$ cat config.mk
export PLATFORM = sky130hd
export DESIGN_NAME = atm_transaction_ctrl_flat
export DESIGN_NICKNAME = d
export VERILOG_FILES = /design/src/rtl/atm_transaction_ctrl_if.sv /design/src/rtl/atm_transaction_ctrl.sv /design/src/flat_wrapper.sv
export SDC_FILE = /design/constraint.sdc
export NUM_CORES = 1
export LEC_CHECK = 0
export CAP_MARGIN = 40
export CORE_ASPECT_RATIO = 0.7
export CORE_UTILIZATION = 43
export CTS_CLUSTER_DIAMETER = 30
export DETAILED_ROUTE_END_ITERATION = 8
export GPL_TIMING_DRIVEN = 0
export PLACE_DENSITY = 0.8
export RECOVER_POWER = 25
export SLEW_MARGIN = 20
export SYNTH_ARGS = -nofsm -noshare
export SYNTH_HDL_FRONTEND = slang
export SYNTH_SLANG_ARGS = --single-unit
export TNS_END_PERCENT = 30
$ cat constraint.sdc
create_clock -name i_clk -period 3.4 [get_ports i_clk]
set_clock_uncertainty 0.15 [all_clocks]
set_input_delay 0.85 -clock i_clk [delete_from_list [all_inputs] [get_ports i_clk]]
set_output_delay 0.85 -clock i_clk [all_outputs]
set_load 0.05 [all_outputs]
$ cat src/rtl/atm_transaction_ctrl_if.sv
// Bundle between the ATM session controller and the card-handling/user side.
// The master drives card and request signals; the slave is the controller.
interface atm_transaction_ctrl_if #(
  parameter int unsigned BalanceWidth = 20
);
  logic                    card_in;
  logic                    psw_entered;
  logic                    wrong_psw;
  logic [BalanceWidth-1:0] balance;
  logic                    op_valid;
  logic [1:0]              op_sel;
  logic [BalanceWidth-1:0] amount;
  logic                    op_done;
  logic [BalanceWidth-1:0] updated_balance;
  logic [BalanceWidth-1:0] balance_disp;
  logic                    op_err;
  logic                    locked;
  logic                    card_out;
  logic                    authed;

  modport master (
    output card_in, psw_entered, wrong_psw, balance, op_valid, op_sel, amount,
    input  op_done, updated_balance, balance_disp, op_err, locked, card_out, authed
  );

  modport slave (
    input  card_in, psw_entered, wrong_psw, balance, op_valid, op_sel, amount,
    output op_done, updated_balance, balance_disp, op_err, locked, card_out, authed
  );
endinterface

$ cat src/rtl/atm_transaction_ctrl.sv
// ATM session controller: card insertion, password retries with lockout, operation menu,
// balance arithmetic, idle timeout and card ejection.
module atm_transaction_ctrl #(
  parameter int unsigned BalanceWidth  = 20,
  parameter int unsigned MaxTries      = 3,
  parameter int unsigned TimeoutCycles = 1000
) (
  input  logic                  i_clk,
  input  logic                  i_rst_n,
  atm_transaction_ctrl_if.slave bus
);

  localparam int unsigned TryW = $clog2(MaxTries + 1);
  localparam int unsigned TmoW = $clog2(TimeoutCycles + 1);

  typedef enum logic [2:0] {
    StIdle, StAuthWait, StAuthCheck, StMenu, StExec, StCommit, StEject
  } state_e;

  state_e                  r_state, w_state_d;
  logic [TryW-1:0]         r_tries, w_tries_d;
  logic [TmoW-1:0]         r_tmo, w_tmo_d;
  logic [1:0]              r_op_sel, w_op_sel_d;
  logic [BalanceWidth-1:0] r_amount, w_amount_d;
  logic [BalanceWidth-1:0] r_upd, w_upd_d;
  logic [BalanceWidth-1:0] r_disp, w_disp_d;
  logic                    r_locked, w_locked_d;
  logic                    r_eject_first, w_eject_first_d;
  logic                    w_op_err;

  // Sum carries one extra bit so the overflow test is just the carry.
  logic [BalanceWidth:0]   w_sum;
  logic                    w_dep_err, w_wd_err, w_tmo_hit;
  logic [TryW-1:0]         w_tries_inc;

  assign w_sum       = {1'b0, bus.balance} + {1'b0, r_amount};
  assign w_dep_err   = (r_amount == '0) || w_sum[BalanceWidth];
  assign w_wd_err    = (r_amount == '0) || (r_amount > bus.balance);
  assign w_tmo_hit   = (r_tmo == TmoW'(TimeoutCycles - 1));
  assign w_tries_inc = r_tries + TryW'(1);

  always_comb begin
    w_state_d  = r_state;
    w_tries_d  = r_tries;
    w_tmo_d    = '0;
    w_op_sel_d = r_op_sel;
    w_amount_d = r_amount;
    w_upd_d    = r_upd;
    w_disp_d   = r_disp;
    w_locked_d = 1'b0;
    w_op_err   = 1'b0;
    case (r_state)
      StIdle: begin
        w_tries_d = '0;
        if (bus.card_in) w_state_d = StAuthWait;
      end
      StAuthWait: begin
        if (!bus.card_in)         w_state_d = StIdle;
        else if (bus.psw_entered) w_state_d = StAuthCheck;
        else if (w_tmo_hit)       w_state_d = StEject;
        else                      w_tmo_d   = r_tmo + TmoW'(1);
      end
      StAuthCheck: begin
        if (!bus.card_in) begin
          w_state_d = StIdle;
        end else if (!bus.wrong_psw) begin
          w_state_d = StMenu;
          w_tries_d = '0;
        end else begin
          w_tries_d = w_tries_inc;
          if (w_tries_inc == TryW'(MaxTries)) begin
            w_locked_d = 1'b1;
            w_state_d  = StEject;
          end else begin
            w_state_d = StAuthWait;
          end
        end
      end
      StMenu: begin
        if (!bus.card_in) begin
          w_state_d = StIdle;
        end else if (bus.op_valid) begin
          w_op_sel_d = bus.op_sel;
          w_amount_d = bus.amount;
          w_state_d  = StExec;
        end else if (w_tmo_hit) begin
          w_state_d = StEject;
        end else begin
          w_tmo_d = r_tmo + TmoW'(1);
        end
      end
      StExec: begin
        // A pulled card aborts the whole transaction, error pulse included.
        if (!bus.card_in) begin
          w_state_d = StIdle;
        end else begin
          unique case (r_op_sel)
            2'b00: begin
              w_disp_d  = bus.balance;
              w_state_d = StMenu;
            end
            2'b01: begin
              if (w_dep_err) begin
                w_op_err  = 1'b1;
                w_state_d = StMenu;
              end else begin
                w_upd_d   = w_sum[BalanceWidth-1:0];
                w_state_d = StCommit;
              end
            end
            2'b10: begin
              if (w_wd_err) begin
                w_op_err  = 1'b1;
                w_state_d = StMenu;
              end else begin
                w_upd_d   = bus.balance - r_amount;
                w_state_d = StCommit;
              end
            end
            2'b11: w_state_d = StEject;
          endcase
        end
      end
      StCommit: begin
        w_disp_d  = r_upd;
        w_state_d = bus.card_in ? StMenu : StIdle;
      end
      StEject: begin
        if (!bus.card_in) w_state_d = StIdle;
      end
      default: w_state_d = StIdle;
    endcase
    w_eject_first_d = (w_state_d == StEject) && (r_state != StEject);
  end

  always_ff @(posedge i_clk or negedge i_rst_n) begin
    if (!i_rst_n) begin
      r_state       <= StIdle;
      r_tries       <= '0;
      r_tmo         <= '0;
      r_op_sel      <= 2'b00;
      r_amount      <= '0;
      r_upd         <= '0;
      r_disp        <= '0;
      r_locked      <= 1'b0;
      r_eject_first <= 1'b0;
    end else begin
      r_state       <= w_state_d;
      r_tries       <= w_tries_d;
      r_tmo         <= w_tmo_d;
      r_op_sel      <= w_op_sel_d;
      r_amount      <= w_amount_d;
      r_upd         <= w_upd_d;
      r_disp        <= w_disp_d;
      r_locked      <= w_locked_d;
      r_eject_first <= w_eject_first_d;
    end
  end

  assign bus.op_done         = (r_state == StCommit);
  assign bus.op_err          = w_op_err;
  assign bus.locked          = r_locked;
  assign bus.card_out        = (r_state == StEject) && r_eject_first;
  assign bus.authed          = (r_state == StMenu) || (r_state == StExec) ||
                               (r_state == StCommit);
  assign bus.updated_balance = r_upd;
  assign bus.balance_disp    = r_disp;

endmodule

$ cat src/flat_wrapper.sv
// flat-port wrapper written by rule: the top's interface ports become plain ports
module atm_transaction_ctrl_flat 
#(
  parameter int unsigned BalanceWidth  = 20,
  parameter int unsigned MaxTries      = 3,
  parameter int unsigned TimeoutCycles = 1000
)
  (i_clk, i_rst_n, bus_card_in, bus_psw_entered, bus_wrong_psw, bus_balance, bus_op_valid, bus_op_sel, bus_amount, bus_op_done, bus_updated_balance, bus_balance_disp, bus_op_err, bus_locked, bus_card_out, bus_authed);
  atm_transaction_ctrl_if #(.BalanceWidth(BalanceWidth)) bus_i ();
  input  logic i_clk;
  input  logic i_rst_n;
  input wire logic [$bits(bus_i.card_in)-1:0] bus_card_in;
  input wire logic [$bits(bus_i.psw_entered)-1:0] bus_psw_entered;
  input wire logic [$bits(bus_i.wrong_psw)-1:0] bus_wrong_psw;
  input wire logic [$bits(bus_i.balance)-1:0] bus_balance;
  input wire logic [$bits(bus_i.op_valid)-1:0] bus_op_valid;
  input wire logic [$bits(bus_i.op_sel)-1:0] bus_op_sel;
  input wire logic [$bits(bus_i.amount)-1:0] bus_amount;
  output wire logic [$bits(bus_i.op_done)-1:0] bus_op_done;
  output wire logic [$bits(bus_i.updated_balance)-1:0] bus_updated_balance;
  output wire logic [$bits(bus_i.balance_disp)-1:0] bus_balance_disp;
  output wire logic [$bits(bus_i.op_err)-1:0] bus_op_err;
  output wire logic [$bits(bus_i.locked)-1:0] bus_locked;
  output wire logic [$bits(bus_i.card_out)-1:0] bus_card_out;
  output wire logic [$bits(bus_i.authed)-1:0] bus_authed;
  assign bus_i.card_in = bus_card_in;
  assign bus_i.psw_entered = bus_psw_entered;
  assign bus_i.wrong_psw = bus_wrong_psw;
  assign bus_i.balance = bus_balance;
  assign bus_i.op_valid = bus_op_valid;
  assign bus_i.op_sel = bus_op_sel;
  assign bus_i.amount = bus_amount;
  assign bus_op_done = bus_i.op_done;
  assign bus_updated_balance = bus_i.updated_balance;
  assign bus_balance_disp = bus_i.balance_disp;
  assign bus_op_err = bus_i.op_err;
  assign bus_locked = bus_i.locked;
  assign bus_card_out = bus_i.card_out;
  assign bus_authed = bus_i.authed;
  atm_transaction_ctrl #(.BalanceWidth(BalanceWidth), .MaxTries(MaxTries), .TimeoutCycles(TimeoutCycles)) u_core (.i_clk(i_clk), .i_rst_n(i_rst_n), .bus(bus_i));
endmodule
==> metrics.cfg, run 1 <==
[run_status]
status=finished with violations
violations=max-capacitance violations, max-slew violations, negative setup slack

[clock_network]
cts.sinks=79
clk_pin_slew_ns=0.06
cts_buffers=9
cts_tree=done
clockRootBuffer=clkbuf_16
htreeDepth=3
insertion_delay_ns=0.35
clk_path_buf_depth=2

[pwr]
power.switching_mw=3.36
swShare=0.472
p_leak_nw=3.13
totalPowerFinal_mw=7.12
pwr-share-clk=0.161
combPwrFrac=0.622
irDropWorstVdd_uv=639
p_seq_frac=0.218
power.density_mw_per_mm2=959
p_int_mw=3.76

[synthesis]
ys_ff_latch=79
syn_inst=649
async_flop_share=1.00
synth_top_area_cell=dfrtp_1
synth_edf_count=0
synth_flop_cell=dfrtp_1
yosysSeqAreaShare=0.360
syn-num-nets=745
synth_top_area_frac=0.360
syn_avg_cell_area_um2=8.47
yosys_warnings=0
synth_area_mm2=0.00549
synth_cell_type_count=68
synth_area_leaders=dfrtp_1 36%, ha_1 10%, o21ai_0 7.1%, nand2_1 5.5%, a21oi_1 4.1%

[drt]
drt_wl_total_um=16500
routed_via_density=5.59
drt_first_pass_iters=5
drc=0
num_vias=5194
wire_per_inst_um=17.7
initialDrtViolationCount=456
postRouteAntennaNets=0

[timing]
timing.fmax_mhz=262
slew_headroom=-0.131
setup_viol=1
setup_slack_ns=-0.416
period_share=1.12
worst_pin_slew_ns=1.70
fin_tns_setup_ns=-0.416
rsz0062_at_grt=true
finalHoldWorstSlack_ns=0.330
hold_viol_final=0
drv_slew=32
period_minus_slack_ns=3.82

[setup_path]
cp.required_ns=2.40
crit_family=compound AO/OA/AOI/OAI gates
worstPathArrival_ns=2.82
path_buf_inv=2
crit-reg2reg-launch=u_core.r_amount[0]
critPathKind=in2out
crit_chain=dlygate4sd2_1, ha_2, a21oi_2, nand4_1, a211oi_4, a211oi_2, nor2_4, buf_8
crit_fanout=8
cp-end-kind=primary output
critical_path.startpoint_type=input pin
slowest_delay_ns=0.40
crit_start=bus_balance[9]
slowest_stage=ha_2

[die]
start_util=0.442
core_area_mm2=0.0124
fp.dieW_um=137
die_area_mm2=0.0132
die_h_um=96.6
pin_count=93
rows=34

[hold_path]
hold_path.class=reg2reg
hp-start=u_core.bus.balance_disp[6]

[global_route]
antenna_found_initial=0
grt_pass1_vias=4693
overflow=0
grt_pass1_wl_um=25300
track_usage=0.254
grt_max_degree=50

[layout]
n_fill_cell=1063
final_common_cell=nand2_1
syn2layout_area_growth_pct=35.2
utilization=0.598
fin_nets=858
most-common-layout-cells=81 x nand2_1, 79 x dfrtp_1, 76 x o21ai_0
finalNonFillerCells=929
diodes=0
drive_gt1_frac=0.153

[placement]
dp.cells=904
place.gp.congestion=0.960
hpwl_um=12100
portBuffers=92

[flow_run]
drv_cap=1

==> registers in the layout, indices dropped and copies added (netlist names) <==
name / count
u_core.r_tries: 2
u_core.bus.balance_disp: 20
u_core.r_state: 3
u_core.r_amount: 20
u_core.r_eject_first: 1
u_core.bus.locked: 1
u_core.bus.updated_balance: 20
u_core.r_op_sel: 2
u_core.r_tmo: 10
==> worst reg2reg max path, stage by stage, from the launching register on <==
cell	delay [ns]
dfrtp_1	0.47
ha_4	0.18
inv_2	0.04
fa_2	0.41
o21bai_4	0.19
o2111ai_4	0.14
a21oi_2	0.23
o211ai_2	0.13
buf_4	0.17
a21boi_0	0.22
o21bai_1	0.11
a221o_1	0.32
a21o_1	0.18
and3_1	0.17
==> cells in the mapped netlist (all sizes together), types with 10 or more instances <==
| cell | count |
|---|---|
| xnor2 | 19 |
| a21oi | 46 |
| clkbuf | 25 |
| mux2i | 22 |
| nor2 | 44 |
| inv | 52 |
| dfrtp | 79 |
| nand3 | 19 |
| o21ai | 81 |
| ha | 46 |
| nand2 | 81 |
| nor2b | 10 |
==> through the flow <==
| stage | instance area, µm² | worst slack (ns) |
|---|---|---|
| floorplan | 5590 | -0.167 |
| global placement | 6720 | -1.67 |
| detailed placement | 6740 | -1.66 |
| CTS | 7340 | -0.413 |
| global route | 7430 | -0.466 |
| finish | 7430 | -0.416 |
==> per-layer routing <==
metal  vias to the layer above  routed length, µm  global-route usage
li1                       2491                  -                   -
met1                      2448               8130               0.388
met2                       241               6710               0.351
met5                         -                  0                   0
met3                        14               1480              0.0616
met4                         0                149              0.0604
==> final cells by class <==
cell class / instances / area, µm² / area share
clock inverters: 6 / 118 / 0.0158
flip-flops and latches: 79 / 1980 / 0.266
inverters: 53 / 201 / 0.0271
clock buffers: 10 / 229 / 0.0308
plain buffers: 26 / 130 / 0.0175
repair buffers: 109 / 1010 / 0.135
well taps: 162 / 203 / 0.0273
multi-input cells: 484 / 3560 / 0.480
==> power by group through the flow <==
| stage | logic (mW) | clock network (mW) | registers, mW |
|---|---|---|---|
| final | 4.43 | 1.14 | 1.55 |
| after global placement | 3.79 | 0 | 1.55 |
| after CTS | 4.17 | 1.16 | 1.55 |
| after floorplan | 2.12 | 0 | 2.16 |
| after detailed placement | 3.81 | 0 | 1.56 |
| after global routing | 4.73 | 1.19 | 1.60 |
==> worst paths after layout <==
| path | end | slack [ns] | cells past startpoint |
|---|---|---|---|
| max | bus_op_err | -0.42 | 8 |
| min | u_core.bus.balance_disp[6] | 0.33 | 2 |
| max reg2reg | u_core.r_eject_first | 0.19 | 13 |
| min reg2reg | u_core.bus.balance_disp[6] | 0.33 | 2 |
| max in group asynchronous | u_core.r_amount[0] | 0.38 | 2 |
| min in group asynchronous | u_core.r_eject_first | 0.78 | 1 |
==> logic make-up after synthesis <==
group           after synthesis  share of synthesized area
mux                          25                     0.0469
buf+inv                      86                     0.0615
compound gates              192                      0.220
fa+ha+maj                    48                      0.112
flops                        79                      0.360
simple gates                194                      0.160
xor+xnor                     25                     0.0399
==> what timing repair did <==
action / 4_1_cts / 5_1_grt
endpoints found under the setup margin: 26 / 8
hold buffers: 0 / 0
resized for setup: 97 / 27
buffers inserted: 12 / 4
pin swaps: 19 / 14
(Power assumes the default switching activity.)
==> inputs of run 2 (changes only) <==
CTS_BUF_LIST = sky130_fd_sc_hd__clkbuf_4 sky130_fd_sc_hd__clkbuf_8   (was default)
PLACE_DENSITY = 0.69   (was 0.8)
SLEW_MARGIN = 40   (was 20)
==> run 2 against run 1 <==
Effect of this change: the flow still finishes with violations (max-capacitance violations, max-slew violations, negative setup slack); setup slack worse by 0.031 ns; non-clock buffer count up 3; total power down 5.1%; hold slack better by 0.0052 ns; critical path type unchanged; critical endpoint unchanged; largest cell class unchanged; largest power group unchanged.
==> metrics.cfg, run 2 (synthesized netlist as in run 1, its figures left out) <==
[clock_network]
clockRootBuffer=clkbuf_8
clk_path_buf_depth=2
cts.sinks=79
cts_buffers=9
htreeDepth=3
clk_pin_slew_ns=0.09
cts_tree=done
insertion_delay_ns=0.37

[setup_path]
critical_path.startpoint_type=input pin
cp.required_ns=2.40
critPathKind=in2out
worstPathArrival_ns=2.85
crit-reg2reg-launch=u_core.r_amount[0]
rrSetupSlack_ns=0.21
r2r_cells=12
crit_fanout=6
cp-end-kind=primary output
r2r_end=u_core.bus.updated_balance[14]

[global_route]
grt_pass1_wl_um=26100
track_usage=0.263
grt_pass1_vias=4866
overflow=0
antenna_found_initial=0
grt_max_degree=60

[placement]
portBuffers=92
place.gp.congestion=0.909
hpwl_um=12700

[layout]
final_common_cell=nand2_1
drive_gt1_frac=0.151
most-common-layout-cells=81 x nand2_1, 79 x dfrtp_1, 75 x o21ai_0
fin_nets=861
syn2layout_area_growth_pct=32.9
diodes=0

[drt]
postRouteAntennaNets=0
drt_wl_total_um=16800
num_vias=5266
drt_first_pass_iters=6
routed_via_density=5.65
drc=0
initialDrtViolationCount=445
wire_per_inst_um=18.0

[die]
die_area_mm2=0.0132
die_h_um=96.6
start_util=0.442
rows=34
fp.dieW_um=137
core_area_mm2=0.0124
pin_count=93

[pwr]
irDropWorstVdd_uv=562
totalPowerFinal_mw=6.76
power.density_mw_per_mm2=925
p_leak_nw=3.09

[flow_run]
drv_cap=1

[hold_path]
hold_end=u_core.r_tmo[0]
hp-start=u_core.r_tmo[0]
hold_depth=1
hold_path.class=reg2reg

[timing]
period_share=1.13
worst_pin_slew_ns=1.55
hold_viol_final=0
timing.fmax_mhz=260
setup_slack_ns=-0.448
period_minus_slack_ns=3.85
finalHoldWorstSlack_ns=0.335
setup_viol=1
rsz0062_at_grt=true
slew_headroom=-0.0301
drv_slew=60

[run_status]
status=finished with violations
violations=max-capacitance violations, max-slew violations, negative setup slack

==> run 2: changes by cell type in the layout (fill, tap and decap cells not counted), moves of 2 or more <==
cell,previous run,this run
bufinv_16,3,0
ha_2,7,5
clkbuf_8,1,10
clkbuf_16,9,0
clkbuf_2,6,3
inv_6,0,2
buf_4,17,21
dlygate4sd2_1,8,10
ha_1,24,26
==> run 2: area by class of cell <==
| cell class | count | area, µm² |
|---|---|---|
| Multi-Input combinational cell | 484 | 3560 |
| Timing Repair Buffer | 113 | 1050 |
| Tap cell | 162 | 203 |
| Inverter | 53 | 201 |
| Buffer | 25 | 116 |
| Clock buffer | 10 | 138 |
| Sequential cell | 79 | 1980 |
| Clock inverter | 6 | 50.0 |
| Fill cell | 1108 | 5120 |
==> run 2: routing by layer <==
layer  vias to the layer above  GRT usage  routed length (µm)
li1                       2485          -                   -
met1                      2530      0.394                8420
met2                       221      0.372                6780
met3                        30     0.0574                1270
met4                         0     0.0815                 336
met5                         -          0                   0
==> run 2: worst max-delay path by stage <==
stage / startpoint / to
final: bus_balance[14] / bus_op_err
after global routing: bus_balance[2] / bus_op_err
after CTS: bus_balance[0] / bus_op_err
after detailed placement: bus_balance[0] / bus_op_err
after global placement: bus_balance[0] / bus_op_err
after floorplan: bus_balance[0] / bus_op_err
==> run 2: critical path, stage by stage <==
cell and delay (ns):
dlygate4sd2_1 0.34, ha_4 0.35, inv_1 0.09, a221oi_1 0.29, nor2_1 0.08, nor2_2 0.21
a21oi_2 0.10, a211oi_2 0.30, nor2_4 0.07, buf_8 0.15
==> run 2: repair_timing <==
action | CTS | global route
setup endpoints to repair | 26 | 6
gates resized for setup | 97 | 17
buffers inserted | 18 | 2
pin swaps | 20 | 8
hold buffers | 0 | 0
cloned | 0 | 0
==> run 2: where the power goes <==
group	switching [mW]	leakage, nW	internal (mW)
Clock	0.407	0.0952	0.296
Sequential	0.285	1.04	1.27
Combinational	2.73	1.96	1.77
Total	3.43	3.09	3.33
==> run 2: through the flow <==
step           setup WS (ns)  instances  setup TNS [ns]  cell area, µm²  utilization
5_1_grt               -0.492        932          -0.492            7300        0.588
2_1_floorplan         -0.167        649          -0.167            5590            -
4_1_cts               -0.428        931          -0.428            7250        0.584
6_report              -0.448        932          -0.448            7300        0.588
3_5_place_dp           -1.81        904          -17.97            6750        0.543
3_3_place_gp           -1.75        903         -132.08            6720        0.541
